<file path="src/rtl/ext_shift_pkg.sv">
`default_nettype none
// ============================================================================
//  Module   : ext_shift_pkg
//  Purpose  : Shared mode encodings, snapshot FSM states and beat-count helper
//             for the multi-channel shift bank.
//  Revision : 1.0 - initial release
// ============================================================================
package ext_shift_pkg;

    // Datapath operating modes
    localparam logic [1:0] MODE_HOLD = 2'b00;
    localparam logic [1:0] MODE_SHL  = 2'b01;
    localparam logic [1:0] MODE_SHR  = 2'b10;
    localparam logic [1:0] MODE_LOAD = 2'b11;

    // Snapshot readout FSM states
    typedef enum logic [0:0] {
        ST_IDLE = 1'b0,
        ST_SEND = 1'b1
    } snap_state_t;

    // Number of readout beats needed to cover every channel bit
    function automatic int calc_nbeats(input int width, input int channels, input int scan_w);
        return (width * channels + scan_w - 1) / scan_w;
    endfunction

endpackage
`default_nettype wire

</file>
<file path="src/rtl/ext_snap_serializer.sv">
`default_nettype none
// ============================================================================
//  Module   : ext_snap_serializer
//  Purpose  : Captures the full channel state into a shadow buffer on request
//             and streams it out as SCAN_W-bit valid/ready beats, low bits
//             first, with zero padding above the last real bit.
//  Revision : 1.0 - initial release
// ============================================================================
module ext_snap_serializer
    import ext_shift_pkg::*;
#(
    parameter int WIDTH    = 32,
    parameter int CHANNELS = 1,
    parameter int SCAN_W   = 32
) (
    input  logic                         clk,
    input  logic                         rst,
    input  logic                         snap_req,
    input  logic [CHANNELS*WIDTH-1:0]    snap_data,
    output logic                         snap_busy,
    output logic                         scan_valid,
    input  logic                         scan_ready,
    output logic [SCAN_W-1:0]            scan_data,
    output logic                         scan_last
);

    localparam int C_TOTAL  = WIDTH * CHANNELS;
    localparam int C_NBEATS = calc_nbeats(WIDTH, CHANNELS, SCAN_W);
    localparam int C_PAD_W  = C_NBEATS * SCAN_W;
    localparam int C_IDX_W  = (C_NBEATS > 1) ? $clog2(C_NBEATS) : 1;

    snap_state_t          r_state;
    snap_state_t          w_state_nxt;
    logic [C_IDX_W-1:0]   r_idx;
    logic [C_IDX_W-1:0]   w_idx_nxt;
    logic [C_PAD_W-1:0]   r_shadow;
    logic [C_PAD_W-1:0]   w_capture;
    logic                 w_capture_en;
    logic                 w_last;
    logic [SCAN_W-1:0]    w_beat;

    // Shadow is stored pre-padded so every beat is a plain slice
    always_comb begin
        w_capture                = '0;
        w_capture[C_TOTAL-1:0]   = snap_data;
    end

    // Beat select: pick the shadow slice addressed by the beat index
    always_comb begin
        w_beat = '0;
        for (int b = 0; b < C_NBEATS; b++) begin
            if (r_idx == C_IDX_W'(b)) begin
                w_beat = r_shadow[b*SCAN_W +: SCAN_W];
            end
        end
    end

    assign w_last = (r_idx == C_IDX_W'(C_NBEATS - 1));

    // Next-state logic; a request while sending is simply not looked at
    always_comb begin
        w_state_nxt  = r_state;
        w_idx_nxt    = r_idx;
        w_capture_en = 1'b0;
        case (r_state)
            ST_IDLE: begin
                if (snap_req) begin
                    w_state_nxt  = ST_SEND;
                    w_idx_nxt    = '0;
                    w_capture_en = 1'b1;
                end
            end
            ST_SEND: begin
                if (scan_ready) begin
                    if (w_last) begin
                        w_state_nxt = ST_IDLE;
                    end else begin
                        w_idx_nxt = r_idx + C_IDX_W'(1);
                    end
                end
            end
            default: w_state_nxt = ST_IDLE;
        endcase
    end

    // State, index and shadow registers
    always_ff @(posedge clk) begin
        if (rst) begin
            r_state  <= ST_IDLE;
            r_idx    <= '0;
            r_shadow <= '0;
        end else begin
            r_state <= w_state_nxt;
            r_idx   <= w_idx_nxt;
            if (w_capture_en) begin
                r_shadow <= w_capture;
            end
        end
    end

    // Outputs are decoded from registers only, so they hold under backpressure
    always_comb begin
        scan_valid = (r_state == ST_SEND);
        snap_busy  = (r_state == ST_SEND);
        scan_last  = (r_state == ST_SEND) && w_last;
        scan_data  = (r_state == ST_SEND) ? w_beat : '0;
    end

endmodule
`default_nettype wire

</file>
<file path="src/rtl/ext_shift_bank.sv">
`default_nettype none
// ============================================================================
//  Module   : ext_shift_bank
//  Purpose  : CHANNELS independent WIDTH-bit shift registers (hold, shift
//             left, shift right, parallel load) with a non-stalling snapshot
//             readout port.
//  Revision : 1.0 - initial release
// ============================================================================
module ext_shift_bank
    import ext_shift_pkg::*;
#(
    parameter int WIDTH    = 32,
    parameter int CHANNELS = 1,
    parameter int SCAN_W   = 32
) (
    input  logic                         clk,
    input  logic                         rst,
    input  logic                         en,
    input  logic [1:0]                   mode,
    input  logic [CHANNELS-1:0]          din,
    input  logic [CHANNELS*WIDTH-1:0]    load_data,
    output logic [CHANNELS-1:0]          dout,
    output logic [CHANNELS*WIDTH-1:0]    data_q,
    input  logic                         snap_req,
    output logic                         snap_busy,
    output logic                         scan_valid,
    input  logic                         scan_ready,
    output logic [SCAN_W-1:0]            scan_data,
    output logic                         scan_last
);

    logic [WIDTH-1:0] w_ch [CHANNELS];

    generate
        for (genvar c = 0; c < CHANNELS; c++) begin : g_ch
            logic [WIDTH-1:0] r_reg;

            // Per-channel register with mode mux; en=0 freezes the channel
            always_ff @(posedge clk) begin
                if (rst) begin
                    r_reg <= '0;
                end else if (en) begin
                    case (mode)
                        MODE_SHL:  r_reg <= {r_reg[WIDTH-2:0], din[c]};
                        MODE_SHR:  r_reg <= {din[c], r_reg[WIDTH-1:1]};
                        MODE_LOAD: r_reg <= load_data[c*WIDTH +: WIDTH];
                        default:   r_reg <= r_reg;
                    endcase
                end
            end

            assign w_ch[c] = r_reg;
        end
    endgenerate

    // Pack channel registers onto the flat outputs
    always_comb begin
        data_q = '0;
        dout   = '0;
        for (int c = 0; c < CHANNELS; c++) begin
            data_q[c*WIDTH +: WIDTH] = w_ch[c];
            dout[c]                  = w_ch[c][WIDTH-1];
        end
    end

    // Snapshot sees the registered (pre-edge) state, so a shift on the
    // capture edge does not leak into the shadow
    ext_snap_serializer #(
        .WIDTH    (WIDTH),
        .CHANNELS (CHANNELS),
        .SCAN_W   (SCAN_W)
    ) u_serializer (
        .clk        (clk),
        .rst        (rst),
        .snap_req   (snap_req),
        .snap_data  (data_q),
        .snap_busy  (snap_busy),
        .scan_valid (scan_valid),
        .scan_ready (scan_ready),
        .scan_data  (scan_data),
        .scan_last  (scan_last)
    );

endmodule
`default_nettype wire

</file>
<file path="config.mk">
export PLATFORM = sky130hd
export DESIGN_NAME = ext_shift_bank
export DESIGN_NICKNAME = d
export VERILOG_FILES = /design/src/rtl/ext_shift_pkg.sv /design/src/rtl/ext_snap_serializer.sv /design/src/rtl/ext_shift_bank.sv
export SDC_FILE = /design/constraint.sdc
export NUM_CORES = 1
export LEC_CHECK = 0
export ABC_AREA = 1
export CELL_PAD_IN_SITES_DETAIL_PLACEMENT = 1
export CELL_PAD_IN_SITES_GLOBAL_PLACEMENT = 2
export CORE_MARGIN = 2
export CORE_UTILIZATION = 24
export CTS_CLUSTER_SIZE = 16
export DETAILED_ROUTE_END_ITERATION = 12
export GPL_TIMING_DRIVEN = 0
export PLACE_DENSITY = 0.92
export SLEW_MARGIN = 10
export SYNTH_ARGS = -nofsm -noshare
export SYNTH_HDL_FRONTEND = slang
export SYNTH_SLANG_ARGS = --single-unit
</file>
<file path="constraint.sdc">
create_clock -name clk -period 1.52 [get_ports clk]
set_input_delay 0.304 -clock clk [delete_from_list [all_inputs] [get_ports clk]]
set_output_delay 0.304 -clock clk [all_outputs]
set_load 0.01 [all_outputs]
</file>
==> results of run 1 <==
==> worst max-delay path by stage <==
stage	endpoint	from	cells past startpoint	slack (ns)
final	scan_data[14]	u_serializer.scan_valid$_SDFF_PP0_	6	-0.09
after CTS	scan_data[1]	u_serializer.scan_valid$_SDFF_PP0_	6	-0.13
after detailed placement	scan_data[11]	u_serializer.scan_valid$_SDFF_PP0_	5	-0.60
after global routing	scan_data[14]	u_serializer.scan_valid$_SDFF_PP0_	6	-0.14
after floorplan	scan_data[10]	u_serializer.scan_valid$_SDFF_PP0_	4	0.22
after global placement	scan_data[11]	u_serializer.scan_valid$_SDFF_PP0_	5	-0.58
==> state kept, by name (all words and copies together) (netlist names) <==
signal                   cells
data_q                      32
u_serializer.r_shadow       32
u_serializer.scan_valid      1
==> critical path: stages (launching register included) <==
cell and delay, ns:
dfxtp_4 0.35, buf_12 0.15, clkbuf_16 0.16, buf_6 0.11, nand2_2 0.05, inv_1 0.03, buf_2 0.12
==> placed cells by master, fill, tap and decap left out, drive strengths merged <==
cell type      synthesis  routed
buf                   38      93
bufinv                 0       1
clkbuf                 9      21
clkdlybuf4s50          0      37
clkinv                 0       1
clkinvlp               0       2
dfxtp                 65      65
dlygate4sd2            0      34
inv                   69      69
nand2                163     163
nand3                 96      96
nor2                 129     129
o21a                   1       1
o21ai                 32      32
==> through the flow <==
step / hold WS [ns] / total power, mW / worst slack, ns / setup TNS (ns)
2_1_floorplan: 0.455 / 2.55 / 0.219 / 0
3_3_place_gp: 0.462 / 3.02 / -0.576 / -20.64
3_5_place_dp: 0.471 / 3.06 / -0.604 / -22.95
4_1_cts: 0.360 / 5.35 / -0.130 / -2.02
5_1_grt: 0.384 / 5.64 / -0.136 / -1.89
6_report: 0.360 / 5.34 / -0.0945 / -1.10
==> routing by layer <==
layer	up-vias	routed length [µm]	global-route usage
met5	-	0	0
met4	0	167	0.0543
met3	13	648	0.0274
met2	100	6690	0.297
met1	1974	6210	0.231
li1	2114	-	-
==> area by class of cell <==
class	count	area (µm²)
Clock inverter	4	50.0
Fill cell	1888	9020
Timing Repair Buffer	126	1190
Tap cell	184	230
Clock buffer	12	267
Sequential cell	65	1340
Buffer	47	350
Multi-Input combinational cell	421	1880
Inverter	69	262
==> report_power, final <==
group	internal (mW)	switching [mW]
registers	1.85	0.155
logic	0.539	0.600
clock network	1.40	0.792
total	3.79	1.55
==> what timing repair did <==
item,CTS,global route
gates resized for setup,257,47
pin swaps,14,0
setup buffers,16,2
hold buffers,0,0
cloned,3,0
endpoints found under the setup margin,68,40
endpoints found under the hold margin,0,0
==> cells by family (layout without fill, tap and decap cells) <==
group / after synthesis / count (layout)
DFF: 65 / 65
and+or+nand+nor: 388 / 388
AOI/OAI and AO/OA: 33 / 33
buffers and inverters: 116 / 258
==> flow_metrics.env, run 1 <==
export IMPL_syn2layout_area_growth_pct=55.0
export IMPL_cts_tree="done"
export IMPL_drv_cap=0
export IMPL_setup_viol=18
export IMPL_ctsRootBufferMaster="clkbuf_16"
export IMPL_yosysUniqueCellTypes=17
export IMPL_layout_drive_gt1_share=0.262
export IMPL_cts_buffers=9
export IMPL_drt_initial_drc_count=220
export IMPL_cts_max_level=3
export IMPL_diodes=0
export IMPL_cts_buffer_depth=2
export IMPL_fp_dieH_um=126
export IMPL_r2r_cells=6
export IMPL_r2r_end="u_serializer.r_shadow[11]$_SDFFE_PP0P_"
export IMPL_wl_per_cell_um=14.8
export IMPL_synth_edf_count=0
export IMPL_p_leak_nw=3.03
export IMPL_grt_max_degree=12
export IMPL_core_area_um2=14600
export IMPL_synth_top_family_by_area="simple AND/OR/NAND/NOR gates"
export IMPL_gr_usage_all_layers=0.176
export IMPL_synth_seq_cells=65
export IMPL_yosys_area_share_adder=0
export IMPL_synth_top_area_cell="dfxtp_1"
export IMPL_synth_nets=642
export IMPL_placed_cell_area_um2=4870
export IMPL_cellPowerDensity_nw_per_um2=959
export IMPL_synth_area_leaders="dfxtp_1, nand2_1, nor2_1"
export IMPL_die_x_um=126
export IMPL_io_buffers=105
export IMPL_min_period_ns=1.61
export IMPL_ys_flop_type="dfxtp_1"
export IMPL_die_area_um2=16000
export IMPL_synth_warnings=0
export IMPL_grt_pass1_wl_um=22400
export IMPL_antenna_found_initial=0
export IMPL_synth_compound_area_share=0.0467
export IMPL_r2r_slack_ns=0.18
export IMPL_ios=108
export IMPL_finClkSkew_ns=0.00365
export IMPL_finish_utilization=0.382
export IMPL_ys_top_cells_by_count="nand2_1, nor2_1, nand3_1, dfxtp_1, inv_1"
export IMPL_startpoint_type="register"
export IMPL_dp_cells=891
export IMPL_worstPathMaxFanout=8
export IMPL_yosysSeqAreaShare=0.362
export IMPL_min_from="en"
export IMPL_violations="setup timing"
export IMPL_start_util=0.246
export IMPL_worst_hold_path_endpoint="data_q[0]$_SDFFE_PP0P_"
export IMPL_synth_avg_cell_area_um2=5.97
export IMPL_fin_nets=779
export IMPL_syn_inst=602
export IMPL_crit_path_end_kind="output port"
export IMPL_ant_nets=0
export IMPL_ys_async_sr_fraction=0
export IMPL_hold_class="input pin to register"
export IMPL_cts_sinks=65
export IMPL_drt_pass1_iterations=4
export IMPL_setup_slack_ns=-0.0945
export IMPL_ir_drop_uv=568
export IMPL_vias_per_cell=4.53
export IMPL_synth_xor_area_share=0
export IMPL_worstPathRequired_ns=1.22
export IMPL_vias=4201
export IMPL_synth_area_mux_share=0
export IMPL_grt_overflow=0
export IMPL_synth_area_um2=3590
export IMPL_fin_cells=928
export IMPL_tightest_slew_ns=0.506
export IMPL_synth_top_cell_area_share=0.362
export IMPL_relSlewSlack=0.663
export IMPL_synth_simple_area_share=0.444
export IMPL_fmax_mhz=619
export IMPL_grt_pass1_vias=4254
export IMPL_drv_slew=0
export IMPL_drt_wl_total_um=13700
export IMPL_hold_viol=0
export IMPL_status="finished with violations"
export IMPL_path_clk_slew_ns=0.06
export IMPL_min_path_cells=4
export IMPL_worstReg2RegStart="u_serializer.scan_valid$_SDFF_PP0_"
export IMPL_post_route_period_util=1.06
export IMPL_synth_most_common_cell="nand2_1"
export IMPL_grt_setup_unrepaired="true"
export IMPL_rows=44
export IMPL_arrival_ns=1.31
export IMPL_hpwl_um=9770
export IMPL_drc_errors=0
export IMPL_final_area_um2=5570
export IMPL_path_class="register to output port"
export IMPL_clk_latency_ns=0.33
export IMPL_gp_congestion=0.783
(Power assumes the default switching activity.)
==> run 2: changes to the inputs <==
Settings changed: CORE_MARGIN 2 to unset, GPL_TIMING_DRIVEN 0 to 1.
==> run 2 against run 1 <==
The run now ends clean; via count is 4.6% lower; clock power is 11% higher; power is 1.8% higher; hold slack better by 0.12 ns; combinational power is 9.6% lower; sequential share of layout area is 1.5 points higher; non-clock buffer count is 33 lower; cell area is 6.9% lower; die area is 3.1% lower; global-route usage is 1.0 points lower; critical endpoint is now scan_data[8].
==> flow_metrics.env, run 2 (same netlist as run 1, synthesis figures left out) <==
export IMPL_status="finished clean"
export IMPL_hold_viol=0
export IMPL_p_total_mw=5.43
export IMPL_finish_utilization=0.355
export IMPL_rows=44
export IMPL_diodes=0
export IMPL_path_clk_slew_ns=0.06
export IMPL_use_met2=0.274
export IMPL_layout_drive_gt1_share=0.155
export IMPL_cellPowerDensity_nw_per_um2=1050
export IMPL_fin_nets=746
export IMPL_grt_pass1_wl_um=20700
export IMPL_gp_congestion=0.745
export IMPL_worst_hold_path_endpoint="u_serializer.r_shadow[24]$_SDFFE_PP0P_"
export IMPL_clk_latency_ns=0.34
export IMPL_p_leak_nw=2.83
export IMPL_io_buffers=107
export IMPL_fp_dieH_um=124
export IMPL_die_area_um2=15500
export IMPL_arrival_ns=1.19
export IMPL_worstPathRequired_ns=1.22
export IMPL_grt_overflow=0
export IMPL_finClkSkew_ns=0.00793
export IMPL_grtUsageMet1=0.213
export IMPL_grt_pass1_vias=4144
export IMPL_ios=108
export IMPL_drt_initial_drc_count=192
export IMPL_die_x_um=124
export IMPL_cts_max_level=3
export IMPL_r2r_cells=6
export IMPL_ir_drop_uv=502
export IMPL_wl_per_cell_um=13.8
export IMPL_post_route_period_util=0.985
export IMPL_gr_usage_all_layers=0.166
export IMPL_startpoint_type="register"
export IMPL_fmax_mhz=668
export IMPL_path_class="register to output port"
export IMPL_setup_viol=0
export IMPL_drv_slew=0
export IMPL_final_common_cell="nand2_1"
export IMPL_cts_buffers=9
export IMPL_vias=4009
export IMPL_cts_sinks=65
export IMPL_start_util=0.246
export IMPL_grt_setup_unrepaired="true"
export IMPL_drt_wl_total_um=12300
export IMPL_hold_class="register to register"
export IMPL_grt_busiest_layer="met2"
export IMPL_drc_errors=0
export IMPL_r2r_slack_ns=0.28
export IMPL_core_area_um2=14600
export IMPL_worstPathMaxFanout=11
export IMPL_worstReg2RegStart="u_serializer.scan_valid$_SDFF_PP0_"
export IMPL_drv_cap=0
export IMPL_cts_tree="done"
export IMPL_hold_slack_ns=0.484
export IMPL_ctsRootBufferMaster="clkbuf_16"
export IMPL_drt_pass1_iterations=4
export IMPL_hpwl_um=8830
export IMPL_ant_nets=0
export IMPL_tightest_slew_ns=0.375
export IMPL_grt_max_degree=37
export IMPL_relSlewSlack=0.749
export IMPL_vias_per_cell=4.48
export IMPL_grt_met3_usage=0.0399
export IMPL_min_from="u_serializer.r_shadow[24]$_SDFFE_PP0P_"
export IMPL_crit_path_end_kind="output port"
export IMPL_min_path_cells=2
export IMPL_final_cell_mix="nand2_1, nor2_1, nand3_1"
export IMPL_min_period_ns=1.50
export IMPL_cts_hold_buf=0
export IMPL_antenna_found_initial=0
export IMPL_r2r_end="u_serializer.r_shadow[16]$_SDFFE_PP0P_"
export IMPL_cts_buffer_depth=2
export IMPL_syn2layout_area_growth_pct=44.3
-- run 2: changes by cell type in the layout (fill, tap and decap cells not counted), sizes merged --
cell	change
buf	-30
bufinv	+2
clkbuf	-9
clkdlybuf4s15	+1
clkdlybuf4s50	+1
clkinv	+2
clkinvlp	-2
dlygate4sd2	+2
-- run 2: metal layers --
metal  wire length [µm]  share of wire  vias to the layer above
li1                   -              -                     2045
met1               5990           0.49                     1874
met2               5780           0.47                       77
met3                406          0.033                       13
met4                151          0.012                        0
met5                  0              0                        -
-- run 2: worst max-delay path by stage --
stage | depth (start not counted) | start | slack, ns | to
2_1_floorplan | 4 | u_serializer.scan_valid$_SDFF_PP0_ | 0.22 | scan_data[10]
3_3_place_gp | 7 | mode[0] | -0.09 | data_q[30]$_SDFFE_PP0P_
3_5_place_dp | 7 | mode[0] | -0.14 | data_q[3]$_SDFFE_PP0P_
4_1_cts | 5 | u_serializer.scan_valid$_SDFF_PP0_ | -0.006 | scan_data[8]
5_1_grt | 5 | u_serializer.scan_valid$_SDFF_PP0_ | -0.04 | scan_data[10]
6_report | 5 | u_serializer.scan_valid$_SDFF_PP0_ | 0.02 | scan_data[8]
-- run 2: where the power goes --
part / internal [mW] / switching [mW]
combinational: 0.470 / 0.562
clock: 1.64 / 0.793
sequential: 1.85 / 0.121
total: 3.96 / 1.48
-- run 2: cell type report --
cell class | instances | area [µm²]
fill | 1893 | 9400
multi-input combinational | 421 | 1770
sequential | 65 | 1330
timing repair buffer | 140 | 1260
inverter | 69 | 262
clock buffer | 10 | 239
tap | 184 | 230
clock inverter | 6 | 105
-- run 2: critical path, stage by stage (launching register included) --
cell and delay, ns:
dfxtp_4 0.36, buf_12 0.13, buf_12 0.13, nand2_1 0.06, inv_1 0.04, buf_2 0.12
-- run 2: through the flow --
| step | std cells | TNS [ns] | cell area [µm²] | setup WS [ns] |
|---|---|---|---|---|
| 6_report | 895 | 0 | 5190 | 0.0229 |
| 5_1_grt | 895 | -0.309 | 5190 | -0.0380 |
| 4_1_cts | 896 | -0.0122 | 5270 | -0.00604 |
| 3_5_place_dp | 877 | -3.34 | 4980 | -0.142 |
| 3_3_place_gp | 877 | -1.91 | 4980 | -0.0888 |
| 2_1_floorplan | 602 | 0 | 3590 | 0.219 |
-- run 2: timing repair --
| item | CTS | global route |
|---|---|---|
| resized for setup | 172 | 12 |
| setup buffers | 2 | 0 |
| cloned | 1 | 0 |
| hold endpoints to repair | 0 | 0 |
| setup endpoints to repair | 68 | 30 |
==> variant 1 (config.mk and constraints of run 1) <==
`WIDTH` is set to 32 in 2 places; all go to 64.
--- a/src/rtl/ext_snap_serializer.sv
+++ b/src/rtl/ext_snap_serializer.sv
@@ -11,3 +11,3 @@
 #(
-    parameter int WIDTH    = 32,
+    parameter int WIDTH    = 64,
     parameter int CHANNELS = 1,
--- a/src/rtl/ext_shift_bank.sv
+++ b/src/rtl/ext_shift_bank.sv
@@ -11,3 +11,3 @@
 #(
-    parameter int WIDTH    = 32,
+    parameter int WIDTH    = 64,
     parameter int CHANNELS = 1,
Ports: changed (resized data_q and load_data); port bits go from 108 to 172. No check against the original RTL was run, so the function may have changed too.
==> variant 1 against run 1 <==
  * The run still ends with setup timing left
  * Clock power increased by 110%
  * Routed wire length increased by 120%
  * Non-clock buffer count increased by 100
  * Synthesized cell count increased by 94%
  * Area after synthesis increased by 96%
  * Clock skew increased by 3.4 ps
  * Total power increased by 100%
  * Sequential cell count increased by 65
  * Worst setup slack got worse by 230 ps
  * Combinational power increased by 80%
  * Global-route usage increased by 1.9 points
  * Design area increased by 85%
  * Die area increased by 93%
  * Critical endpoint is now scan_data[2]
==> variant 1: results (changes against run 1) <==
| Metric | Value |
|---|---|
| Worst-Skew Late Latency | 430 ps (+100 ps) |
| # clk buffers | 23 (+11) |
| Total GRT Usage | 19.5% (+1.9 points) |
| Max IR drop VDD | 0.823 mV (+45%) |
| Setup Viol. Count Final | 33 (+15) |
| # clock sinks | 130 (+100%) |
| Placed inst area | 9250 µm² (+90%) |
| Failing checks | setup timing |
| Synth top cells by count | 320 x nor2_1, 258 x nand2_1, 192 x nand3_1 |
| WHS | 486 ps (+126 ps) |
| Met3 usage | 3.16% (+0.42 points) |
| Initial antenna violation count | 1 (+1) |
| Cts bufs inserted | 17 (+8) |
| Met1 WL | 13.2 mm (+110%) |
| Actual slew at the worst max-slew pin | 477 ps (-29.0 ps) |
| Met1 Use GR | 24.0% (+0.85 points) |
| Reg2Reg Setup Slack | 70 ps (-110 ps) |
| DR WL/cell | 17.0 µm (+15%) |
| Multi-input combinational area share | 38.0% (+4.2 points) |
| Clock-cell share | 6.45% (+0.77 points) |
| Fraction of final layout cells with drive strength greater than 1 | 20.4% (-5.8 points) |
| DRT iter0 DRCs | 389 (+77%) |
| DP HPWL | 22.1 mm (+130%) |
| First-pass GRT wire length | 46.8 mm (+110%) |
| Pre-CTS setup slack | -726 ps (-122 ps) |
| Clk_skew | 7.09 ps (+3.44 ps) |
| Worst path arrival time | 1540 ps (+230 ps) |
| Buffering overhead | 22.1% (-5.6 points) |
| Setup TNS | -9060 ps (-7960 ps) |
| Mapped Cells | 1168 (+94%) |
| Setup ws final | -322 ps (-228 ps) |
| Inverters | 71 (+2.9%) |
| Seq/Total Area, Yosys | 36.9% (+0.69 points) |
| Wire length on met2 | 15.0 mm (+120%) |
| Status | finished, violations left |
| Crit Path Max Fanout | 7 (-1) |
-- variant 1: repair_timing --
item                       4_1_cts  5_1_grt
buffers inserted                 1        1
hold endpoints to repair         0        0
pin swaps                       21        9
gates resized for setup        350       80
setup endpoints to repair      102       69
cloned                           5        0
-- variant 1: power by group --
group	internal (W)	leakage (nW)	switching (W)	total [W]
clock network	0.00308	0.319	0.00158	0.00466
registers	0.00370	1.09	0.000330	0.00403
logic	0.000881	3.68	0.00117	0.00205
-- variant 1: worst paths after layout --
| check | from | to | cells past startpoint |
|---|---|---|---|
| max | u_serializer.r_idx$_SDFFE_PP0P_ | scan_data[2] | 6 |
| max reg2reg | u_serializer.scan_valid$_SDFF_PP0_ | u_serializer.r_shadow[32]$_SDFFE_PP0P_ | 6 |
| min | rst | u_serializer.r_idx$_SDFFE_PP0P_ | 2 |
| min reg2reg | u_serializer.r_shadow[27]$_SDFFE_PP0P_ | u_serializer.r_shadow[27]$_SDFFE_PP0P_ | 2 |
==> variant 2 (flow settings as in run 1) <==
Without the edit above. Make the reset (`rst`) asynchronous in 2 clocked blocks.
--- a/src/rtl/ext_snap_serializer.sv
+++ b/src/rtl/ext_snap_serializer.sv
@@ -86,3 +86,3 @@
     // State, index and shadow registers
-    always_ff @(posedge clk) begin
+    always_ff @(posedge clk or posedge rst) begin
         if (rst) begin
--- a/src/rtl/ext_shift_bank.sv
+++ b/src/rtl/ext_shift_bank.sv
@@ -38,3 +38,3 @@
             // Per-channel register with mode mux; en=0 freezes the channel
-            always_ff @(posedge clk) begin
+            always_ff @(posedge clk or posedge rst) begin
                 if (rst) begin
Check against the original RTL: differs if rst is asserted again (counterexample within 4 cycles, from zero or initial values and one cycle with rst high); with rst held inactive, the same outputs for 10 cycles.
==> variant 2 against run 1 <==
  * The run still ends with setup timing left
  * Clock power decreased by 5%
  * Total power rose by 21%
  * Design area down 4.7%
  * Cell count shrank 12%
  * Sequential share of layout area is 7.0 points higher
  * Global-route usage decreased by 0.85 points
  * Non-clock buffer count is 10 lower
  * Routed wire length shrank 2.0%
  * Area after synthesis is 1.6% lower
  * Worst setup slack improved by 36 ps
  * Die area decreased by 1.6%
  * Sequential power grew 22%
  * Sequential cell count unchanged
  * Critical endpoint is now scan_data[17]
  * Highest routed layer unchanged
==> variant 2: results (changes against run 1) <==
| Metric | Value |
|---|---|
| Initial antenna violation count | 0 (unchanged) |
| Failing checks | setup timing |
| First-pass GRT wire length | 21.2 mm (-5.5%) |
| Fillers | 1795 (-4.9%) |
| Synth Flop Type | dfrtp_1 |
| Met1 WL | 6.04 mm (-2.7%) |
| P_leak | 3.01 nW (-0.57%) |
| WHS | 285 ps (-75.6 ps) |
| Register-to-Register Path Depth | 6 (unchanged) |
| Placer Congestion | 0.849 (+8.4%) |
| Setup Viol. Count Final | 30 (+12) |
| Cts bufs inserted | 9 (unchanged) |
| Final net count | 671 (-14%) |
| Syn Nets | 537 (-16%) |
| Status | finished, violations left |
| Clock slew at reported path FFs | 60 ps (about the same) |
| Fraction of final layout cells with drive strength greater than 1 | 24.1% (-2.2 points) |
| Asr flop ratio synth | 100% (+100 points) |
| Reg2Reg Setup Slack | 140 ps (-40 ps) |
| Placed inst area | 4840 µm² (-0.72%) |
| Total GRT Usage | 16.8% (-0.85 points) |
| Number of I/O port buffers | 105 (unchanged) |
| Pre-CTS setup slack | -644 ps (-40.3 ps) |
| Reg2reg start | u_serializer.scan_valid$_DFF_PP0_ |
| DRT iter0 DRCs | 149 (-32%) |
| Top sig layer | met4 |
| Clk root buf | clkbuf_16 |
| Critical Path End | scan_data[17] |
| Max IR drop VDD | 0.404 mV (-29%) |
| Max-slew headroom | 53.0% (-13 points) |
| Setup ws final | -58.0 ps (+36.5 ps) |
| Seq/Total Area, Yosys | 46.0% (+9.8 points) |
| Worst Hold End | u_serializer.r_shadow[31]$_DFFE_PP0P_ |
| DR WL/cell | 16.4 µm (+11%) |
| Synth top cells by count | 225 x nand2_1, 128 x nand3_1, 65 x dfrtp_1 |
| Met3 WL | 585 µm (-9.7%) |
| Worst Hold Launch | snap_req |
| Clock Path Buffers | 2 (unchanged) |
| Wire length on met2 | 6.71 mm (+0.22%) |
| DP HPWL | 9.14 mm (-6.4%) |
| Synth area leaders | dfrtp_1 46%, nand2_1 24%, nand3_1 18%, inv_1 3.6%, buf_6 3.2% |
| YS warnings | 0 (unchanged) |
| Worst path arrival time | 1270 ps (-40 ps) |
| Reg-to-reg endpoint | u_serializer.r_shadow[12]$_DFFE_PP0P_ |
| Synth unique cells | 11 (-6) |
| Largest net degree at the start of global routing | 37 (+25) |
| Vias in the first global route | 4055 (-4.7%) |
| Clk_skew | 6.32 ps (+2.67 ps) |
| Vias | 3860 (-8.1%) |
| Worst hold path depth | 3 (-1) |
variant 2: cells by family (layout without fill, tap and decap cells):
group	count (synthesis)	after routing	synth area share [%]
compound gates	2	2	0.602
buf+inv	77	216	11.4
flops	65	65	46.0
simple gates	353	353	42.0
variant 2: layout make-up:
type,instances,area [µm²],area share [%]
Inverter,37,143,2.69
Buffer,40,327,6.15
Clock buffer,13,250,4.71
Tap cell,184,230,4.34
Timing Repair Buffer,123,1080,20.4
Sequential cell,65,1640,31.0
Clock inverter,3,40.0,0.754
Multi-Input combinational cell,355,1590,29.9
variant 2: repair_timing:
item,4_1_cts,5_1_grt
setup endpoints to repair,68,34
endpoints found under the hold margin,0,0
resized for setup,191,59
cloned,0,2
setup buffers,15,0
pin swaps,0,10
variant 2: per-stage QoR:
| stage | TNS (ps) | cells |
|---|---|---|
| after floorplan | 0 | 497 |
| after global placement | -41610 | 786 |
| after detailed placement | -18120 | 787 |
| after CTS | -1140 | 818 |
| after global routing | -2480 | 820 |
| final | -963 | 820 |
variant 2: power by group:
group	leakage, nW	switching (W)	internal (W)
logic	2.04	0.00104	0.000905
registers	0.829	0.000348	0.00210
clock network	0.144	0.000756	0.00131
total	3.01	0.00215	0.00432
variant 2: worst max-delay path: stages, from the launching register on:
cell	delay [ps]
dfrtp_1	400
buf_8	160
clkbuf_16	180
nand2_4	60
inv_2	30
buf_6	110
variant 2: per-layer routing:
metal | track usage (%) | vias to the layer above
met5 | 0 | -
met3 | 3.04 | 9
met4 | 3.73 | 0
met2 | 28.7 | 96
met1 | 22.1 | 1929
li1 | - | 1826
